===== src/rtl/output_port_fifo.sv =====
// Output port FIFO: buffers OUT-slot bus words and drains them over a valid/ready handshake.
// Optional sticky overflow flag and `ovf` port enabled by defining OUTPORT_OVF_FLAG_EN.
module output_port_fifo #(
    parameter int WIDTH = 8,
    parameter int DEPTH = 4
) (
    input  logic                         clk,
    input  logic                         nClr,
    input  logic                         nLo,
    input  logic [WIDTH-1:0]             in,
    output logic [WIDTH-1:0]             out,
    output logic                         out_valid,
    input  logic                         out_rdy,
    output logic                         full,
    output logic                         empty,
    output logic [$clog2(DEPTH+1)-1:0]   count
`ifdef OUTPORT_OVF_FLAG_EN
    ,
    output logic                         ovf
`endif
);

    localparam int AW = $clog2(DEPTH);
    localparam int CW = $clog2(DEPTH+1);

    // Handshake: a word transfers at a posedge where out_valid && out_rdy are
    // both high; out_valid depends only on registered occupancy, never on out_rdy.

    logic [WIDTH-1:0] mem [DEPTH];
    logic [AW-1:0]    wr_ptr;
    logic [AW-1:0]    rd_ptr;
    logic [CW-1:0]    count_q;
    logic [WIDTH-1:0] hold_q;
    logic             push;
    logic             pop;
    logic             is_full;
    logic             is_empty;

    assign is_full  = (count_q == CW'(DEPTH));
    assign is_empty = (count_q == '0);

    // A pop frees a slot in the same edge, so a load while full still lands.
    assign pop  = !is_empty && out_rdy;
    assign push = !nLo && (!is_full || pop);

    always_ff @(posedge clk) begin
        if (push) begin
            mem[wr_ptr] <= in;
        end
    end

    always_ff @(posedge clk) begin
        if (!nClr) begin
            wr_ptr  <= '0;
            rd_ptr  <= '0;
            count_q <= '0;
            hold_q  <= '0;
        end else begin
            if (push) begin
                wr_ptr <= wr_ptr + AW'(1);
            end
            if (pop) begin
                rd_ptr <= rd_ptr + AW'(1);
                hold_q <= mem[rd_ptr];
            end
            case ({push, pop})
                2'b10:   count_q <= count_q + CW'(1);
                2'b01:   count_q <= count_q - CW'(1);
                default: count_q <= count_q;
            endcase
        end
    end

`ifdef OUTPORT_OVF_FLAG_EN
    logic ovf_q;

    always_ff @(posedge clk) begin
        if (!nClr) begin
            ovf_q <= 1'b0;
        end else if (!nLo && is_full && !pop) begin
            ovf_q <= 1'b1;
        end
    end

    assign ovf = ovf_q;
`endif

    // The hold register keeps the last consumed word on display once drained.
    assign out       = is_empty ? hold_q : mem[rd_ptr];
    assign out_valid = !is_empty;
    assign full      = is_full;
    assign empty     = is_empty;
    assign count     = count_q;

endmodule


===== config.mk =====
export PLATFORM = sky130hd
export DESIGN_NAME = output_port_fifo
export DESIGN_NICKNAME = d
export VERILOG_FILES = /design/src/rtl/output_port_fifo.sv
export SDC_FILE = /design/constraint.sdc
export NUM_CORES = 1
export LEC_CHECK = 0
export BUFFER_PORTS_ARGS = -buffer_cell sky130_fd_sc_hd__buf_2
export CORE_MARGIN = 2
export CORE_UTILIZATION = 56
export CTS_CLUSTER_SIZE = 28
export DETAILED_ROUTE_END_ITERATION = 8
export MAX_ROUTING_LAYER = met4
export PLACE_DENSITY = 0.84
export RECOVER_POWER = 100
export REMOVE_ABC_BUFFERS = 1
export SYNTH_ARGS = -nofsm -noshare
export SYNTH_HDL_FRONTEND = slang
export SYNTH_SLANG_ARGS = --single-unit

===== constraint.sdc =====
create_clock -name clk -period 1.9 [get_ports clk]
set_input_delay 0.095 -clock clk [delete_from_list [all_inputs] [get_ports clk]]
set_output_delay 0.095 -clock clk [all_outputs]
set_load 0.01 [all_outputs]

After elaboration in Yosys (flattened, before gate mapping)
Memory sizes are Yosys's and may differ from the RTL's. A register that Yosys moved wholly into a read port is not among the register bits.
Index checks and enable logic that the tools add are counted.
{ "totals": {"ram_bits": 32, "memories": 1, "out_inout_bits": 14, "register_bits": 15, "inputBits": 12} }
{ "op_classes": {"eq_ne": 3, "reduce_logical": 8, "addsub": 4, "mux": 6} }
{ "mem_list": {"columns": ["memory", "depth", "width", "rd", "rd_ports_with_merged_regs", "write_ports", "line", "rtl"], "rows": [
  ["mem", 4, 8, 1, 1, 1, "29", "logic [WIDTH-1:0] mem [DEPTH];"]
]} }
{ "ops": {"columns": ["op", "count"], "rows": [
  ["8-bit two-way mux", 1],
  ["3-bit case mux with 2 select lines", 1],
  ["2-bit by 1-bit adder with 2-bit output, second input constant", 2],
  ["2-bit two-way mux", 2],
  ["3-bit by 1-bit adder with 3-bit output, second input constant", 1],
  ["3-bit == test, second input constant", 1],
  ["1-bit zero test", 3],
  ["3-bit zero test", 1],
  ["3-bit by 1-bit subtractor with 3-bit output, second input constant", 1],
  ["2-bit by 1-bit == test with 1-bit output, second input constant", 1],
  ["2-bit == test, second input constant", 1],
  ["1-bit logical AND", 2],
  ["1-bit two-way mux", 2],
  ["2-bit nonzero test", 1],
  ["1-bit logical OR", 1]
]} }

Depth between registers and ports, before layout
Gate-level depths: netlist of the first run.
{ "logic_depth": {"depth_word": 7, "mapped_depth": 7, "depth_no_buf": 6} }

Worst setup path before layout of the first run
OpenSTA, ideal clock, no wires.
{ "synth_timing": {"path_type": "register -> register", "startpoint": "reg count_q[0] (netlist: count[0])", "endpoint": "reg count_q[2] (netlist: count[2])", "setup_time_ns": 0.072, "setup_slack_ns": 0.051, "stages_incl_launch_ff": 8, "path_buffers": 1, "synth_period_minus_slack_ns": 1.849, "arrival_ns": 1.778, "cell_sequence": "dfxtp_1 -> o31a_1 -> buf_2 -> nand2_1 -> fa_1 -> and3_1 -> a31oi_1 -> mux2i_1"} }
{ "synth_between": {"elab_chain_len": 7} }
{ "synth_rtl": {"columns": ["element", "line", "rtl"], "rows": [
  ["start: declaration", "32", "logic [CW-1:0] count_q;"],
  ["start signal: assignment", "67", "2'b10: count_q <= count_q + CW'(1);"],
  ["start signal: assignment", "68", "2'b01: count_q <= count_q - CW'(1);"],
  ["start signal: assignment", "69", "default: count_q <= count_q;"],
  ["3-bit zero test", "40", "assign is_empty = (count_q == '0);"],
  ["1-bit zero test", "43", "assign pop = !is_empty && out_rdy;"],
  ["1-bit logical AND", "43", null],
  ["1-bit logical OR", "44", "assign push = !nLo && (!is_full || pop);"],
  ["1-bit logical AND", "44", null],
  ["2-bit by 1-bit == test with 1-bit output or 2-bit == test (tied branches)", "66", "case ({push, pop})"],
  ["3-bit case mux with 2 select lines or 2-bit nonzero test (tied branches)", null, null]
]} }
Parallel ways exist; a longest one is shown, timed or not.
A chain may end at the register's enable or synchronous reset.

==> results.ini, run 1 <==
[run_status]
status=complete, no violations

[cts]
htree_levels=2
cts_tree=built
clock_latency_ns=0.30
clk_pin_slew_worst_paths_ns=0.09
clk_path_buf_depth=2
cts_resized=0
postCtsSetupBuffers=0
cts_buffers=5
cts.sinks=49
hold_buffers=4
root_buffer=clkbuf_8

[cells_and_area]
nets=211
antennaDiodeCount=0
drive_gt1_share_pct=14.9
area_growth_pct=15.7
fin_util_pct=66.8

[critical_path]
crit_path_max_incr_delay_ns=0.56
required_ns=1.80
r2r-start=count[2]
cp_slowest_cell=mux4_2
worst_setup_path_start_kind=flip-flop
crit_type=reg -> out
path_cells=clkbuf_4 -> mux4_2 -> nand2_1 -> nand2_1 -> clkbuf_2
worst_setup_path_end_kind=output port
worst-path-max-fanout=8
worst_path_most_repeated_cell=nand2_1
arrival_ns=1.70

[power]
ir_drop_uv=880
p_sw_share_pct=25.6
pwr-share-seq_pct=48.2
powerDensity_nw_per_um2=1080
p_leak_nw=0.882
p_int_mw=1.94
clkPwrFrac_pct=33.7
p_sw_mw=0.666
comb_power_share_pct=18.1

[timing]
slew_headroom_pct=67.1
fin_crit_sh_pct=94.3
final-hold-violation-count=0
max_freq_ghz=0.558
skew_ns=0.00328
fin_setup_tns_ns=0
worst_pin_slew_ns=0.494
finalSetupViolations=0
slew_viol_final=0
rsz0062_at_grt=false
period_needed_ns=1.79

[global_route]
grt_usage_pct=19.2
grt_pass1_vias=1235
grt_pass1_wl_um=5730
grt_start_max_net_pins=18
grt_antenna_before_repair=0
overflow=0

[min_path]
holdCritStartpoint=in[6]
hp-class=in -> reg

[logic_synthesis]
synthesis.area_per_instance_um2=13.1
yosysWarnings=0
syn-cell-area_um2=2080
ys_seq_area_share_pct=62.5
synth-seq-cells=49
postSynthCellCount=159
yosysUniqueCellTypes=30

[route]
drt_wl_total_um=3570
avgViaCountPerCell=5.28
route.detailed.wl_per_inst_um=14.7
drtAntennaViolNets=0
drt_iter0_drc=104
drt_first_pass_iters=4
drc_errors=0
vias=1283

[flow_run]
drv_cap=0

[place]
io_buffers=25
hpwl_um=2500
gp_congestion=0.757

[die]
start_util_pct=57.7
coreArea_um2=3610
dieWidth_um=65.0
design.die.area_um2=4220
die_y_um=65.0
io-pin-count=26
placementRows=22

metrics by stage:
step,hold WS [ns],setup slack [ns],std cells,instance area (µm²),power [mW]
floorplan,0.194,0.0236,154,2050,1.59
global route,0.0690,0.0117,243,2410,2.72
CTS,0.00165,0.114,242,2430,2.64
finish,0.0568,0.108,243,2410,2.61
detailed placement,0.312,0.143,230,2260,1.77
global placement,0.304,0.297,230,2260,1.74
kinds of logic (layout without fill, tap and decap cells):
| kind of cell | Yosys count | in the layout | synth area share, % |
|---|---|---|---|
| compound gates | 19 | 19 | 6.43 |
| xor+xnor | 4 | 4 | 1.68 |
| fa+ha+maj | 5 | 5 | 3.37 |
| buf+inv | 13 | 49 | 3.06 |
| flops | 49 | 49 | 62.5 |
| mux | 10 | 10 | 9.62 |
| simple gates | 59 | 59 | 13.3 |
synth_stat cells, drive strengths merged:
cell type	instances	area (µm²)
a211oi	1	7.51
a21boi	9	67.6
a21oi	3	18.8
a31oi	1	6.26
and2	6	37.5
and3	1	6.26
buf	2	12.5
clkbuf	3	21.3
clkinv	1	3.75
dfxtp	17	340
edfxtp	32	961
fa	1	20.0
ha	4	50.1
inv	7	26.3
mux2i	2	20.0
mux4	8	180
nand2	44	173
nand2b	1	6.26
nor2b	5	31.3
nor3b	1	12.5
o211ai	1	7.51
o21ai	2	10.0
o31a	1	8.76
o31ai	1	7.51
or3	1	11.3
xnor2	4	35.0
cells in the final DEF (no fill, tap or decap), types with 6 or more instances in the layout:
| cell | Yosys | layout |
|---|---|---|
| buf_2 | 1 | 6 |
| nand2_1 | 43 | 43 |
| a21boi_0 | 9 | 9 |
| mux4_2 | 8 | 8 |
| dfxtp_1 | 17 | 17 |
| edfxtp_1 | 32 | 32 |
| clkbuf_1 | 2 | 17 |
| inv_1 | 7 | 7 |
power by group through the flow:
| stage | sequential (mW) | combinational [mW] | clock, mW |
|---|---|---|---|
| after floorplan | 1.29 | 0.299 | 0 |
| after global placement | 1.27 | 0.463 | 0 |
| after detailed placement | 1.28 | 0.484 | 0 |
| after CTS | 1.26 | 0.492 | 0.889 |
| after global routing | 1.26 | 0.525 | 0.933 |
| final | 1.26 | 0.472 | 0.879 |
path summary, 6_finish.rpt:
check         endpoint  slack [ns]  depth (start not counted)
max             out[6]        0.11                          5
min          mem[2][6]        0.06                          1
max reg2reg   count[1]        0.15                          6
min reg2reg  hold_q[7]        0.47                          2
layer usage:
layer / global-route usage, % / share of wire, %
met5: - / 0
met2: 31.6 / 50
met4: 6.38 / 1.4
met3: 4.86 / 5.5
met1: 23.2 / 43
layout make-up:
cell class,instances,area (µm²)
inverter,8,30.0
sequential,49,1300
tap,48,60.1
clock inverter,3,68.8
fill,269,1200
clock buffer,5,68.8
multi-input combinational,97,708
timing repair buffer,33,171
flip-flops by register name, summed over array words and instances (netlist names), named ones only:
signal,cells
mem,32
hold_q,8
count,3
rd_ptr,2
wr_ptr,2
critical path, delay by kind of cell, from the launching register on:
family	cells	cell delay, ns
flops	1	0.32
simple gates	2	0.16
mux	1	0.56
buf+inv	2	0.35
Note: power is estimated with default switching activity, not from simulation.
==> run 2: changes to the inputs <==
==> constraint.sdc (replaced) <==
create_clock -name clk -period 1.9 [get_ports clk]
set_input_delay 0.095 -clock clk [delete_from_list [all_inputs] [get_ports clk]]
set_output_delay 0.095 -clock clk [all_outputs]
set_load 0.02 [all_outputs]
==> results.ini, run 2 (synthesis gave the netlist of run 1 again) <==
[cts]
cts_tree=built
clk_pin_slew_worst_paths_ns=0.09  ; about the same
clock_latency_ns=0.30  ; about the same
htree_levels=2  ; unchanged
root_buffer=clkbuf_8
cts.sinks=49  ; unchanged
clk_path_buf_depth=2  ; unchanged
cts_buffers=5  ; unchanged
postCtsSetupBuffers=0  ; unchanged

[global_route]
grt_antenna_before_repair=0  ; unchanged
overflow=0  ; unchanged
grt_usage_pct=19.2  ; unchanged
grt_start_max_net_pins=18  ; unchanged
grt_pass1_wl_um=5730  ; unchanged
grt_pass1_vias=1235  ; unchanged

[place]
io_buffers=25  ; unchanged
hpwl_um=2500  ; unchanged
gp_congestion=0.757  ; unchanged
placedCellCount=230  ; unchanged

[cells_and_area]
area_growth_pct=16.0
largest_register_ffs=32  ; unchanged
multi_input_area_um2=708  ; unchanged
final_common_cell=nand2_1
finalNonFillerCells=243  ; unchanged
nFillCells=268  ; -0.37%
regMostFlops=mem
final_cell_mix=nand2_1, edfxtp_1, dfxtp_1
drive_gt1_share_pct=16.4  ; +1.5 points
antennaDiodeCount=0  ; unchanged
fin_util_pct=67.0  ; +0.17 points
final-seq-area_um2=1300  ; unchanged
nets=211  ; unchanged

[route]
vias=1297  ; +1.1%
drc_errors=0  ; unchanged
route.detailed.wl_per_inst_um=14.7  ; -0.11%
drt_wl_total_um=3570  ; -0.11%
drtAntennaViolNets=0  ; unchanged
avgViaCountPerCell=5.34  ; +1.1%
drt_first_pass_iters=4  ; unchanged
drt_iter0_drc=82  ; -21%

[timing]
worst_pin_slew_ns=0.481  ; -0.0128 ns
finalSetupViolations=0  ; unchanged
fin_crit_sh_pct=93.9  ; -0.37 points
period_needed_ns=1.79  ; -0.00702 ns
rsz0062_at_grt=false
fin_setup_tns_ns=0  ; unchanged
slew_headroom_pct=68.0  ; +0.86 points
slew_viol_final=0  ; unchanged
skew_ns=0.00332  ; +0.0000407 ns
final-hold-violation-count=0  ; unchanged
max_freq_ghz=0.560  ; +0.39%

[die]
coreArea_um2=3610  ; unchanged
start_util_pct=57.7  ; unchanged
io-pin-count=26  ; unchanged
design.die.area_um2=4220  ; unchanged
die_y_um=65.0  ; unchanged
dieWidth_um=65.0  ; unchanged
placementRows=22  ; unchanged

[critical_path]
path_cells=buf_4 -> mux4_2 -> nand2_1 -> nand2_1 -> clkbuf_2
worst_setup_path_start_kind=flip-flop
r2r_slack_ns=0.15  ; about the same
arrival_ns=1.69  ; about the same
worst-path-max-fanout=8  ; unchanged
cp_slowest_cell=mux4_2
crit_type=reg -> out
r2r-start=count[2]
worst_path_most_repeated_cell=nand2_1
required_ns=1.80  ; about the same
worst_setup_path_end_kind=output port
reg2reg_to=count[1]
crit_path_max_incr_delay_ns=0.56  ; about the same
r2r_cells=6  ; unchanged

[power]
powerDensity_nw_per_um2=1100  ; +1.8%
ir_drop_uv=881  ; +0.17%
p_leak_nw=0.892  ; +1.1%

[min_path]
holdCritStartpoint=in[6]
min_to=mem[3][6]
min_path_cells=1  ; unchanged
hp-class=in -> reg

[run_status]
status=complete, no violations

[flow_run]
drv_cap=0  ; unchanged

## run 2: final cells by class
class	count	share of cell area, %
clock buffers	5	2.85
clock inverters	3	2.85
inverters	8	1.24
multi-input cells	97	29.3
flip-flops and latches	49	53.9
well taps	48	2.49
repair buffers	33	7.36
## run 2: timing repair
item,in CTS,in global routing
gates resized for setup,0,0
endpoints found under the hold margin,16,4
hold buffers,4,1
## run 2: metrics by stage
| stage | area [µm²] | power [mW] | hold slack, ns | setup slack (ns) |
|---|---|---|---|---|
| 2_1_floorplan | 2050 | 1.64 | 0.194 | -0.0518 |
| 3_3_place_gp | 2260 | 1.79 | 0.304 | 0.297 |
| 3_5_place_dp | 2260 | 1.82 | 0.312 | 0.143 |
| 4_1_cts | 2430 | 2.69 | 0.00165 | 0.0946 |
| 5_1_grt | 2410 | 2.78 | 0.0690 | 0.0117 |
| 6_report | 2410 | 2.66 | 0.0646 | 0.115 |
## run 2: worst max path at each step
| stage | to | slack, ns | depth (start not counted) |
|---|---|---|---|
| global route | count[1] | 0.01 | 6 |
| CTS | out[6] | 0.09 | 5 |
| floorplan | count[2] | -0.05 | 6 |
| detailed placement | count[2] | 0.14 | 6 |
| finish | out[6] | 0.11 | 5 |
| global placement | count[2] | 0.30 | 6 |
## run 2: layer usage
metal | track usage, % | vias up | part of all wire (%)
li1 | - | 627 | -
met1 | 23.2 | 629 | 43
met2 | 31.6 | 36 | 50
met3 | 4.86 | 5 | 5.2
met4 | 6.38 | 0 | 1.4
met5 | - | - | 0
## run 2: worst max-delay path, delay by kind of cell (launching register included)
| family | cells | cell delay, ns |
|---|---|---|
| mux | 1 | 0.56 |
| flops | 1 | 0.32 |
| buf+inv | 2 | 0.35 |
| simple gates | 2 | 0.16 |
## run 2: power by group
part | internal (mW) | switching, mW
Combinational | 0.203 | 0.326
Clock | 0.529 | 0.346
Sequential | 1.21 | 0.0424
Total | 1.95 | 0.715
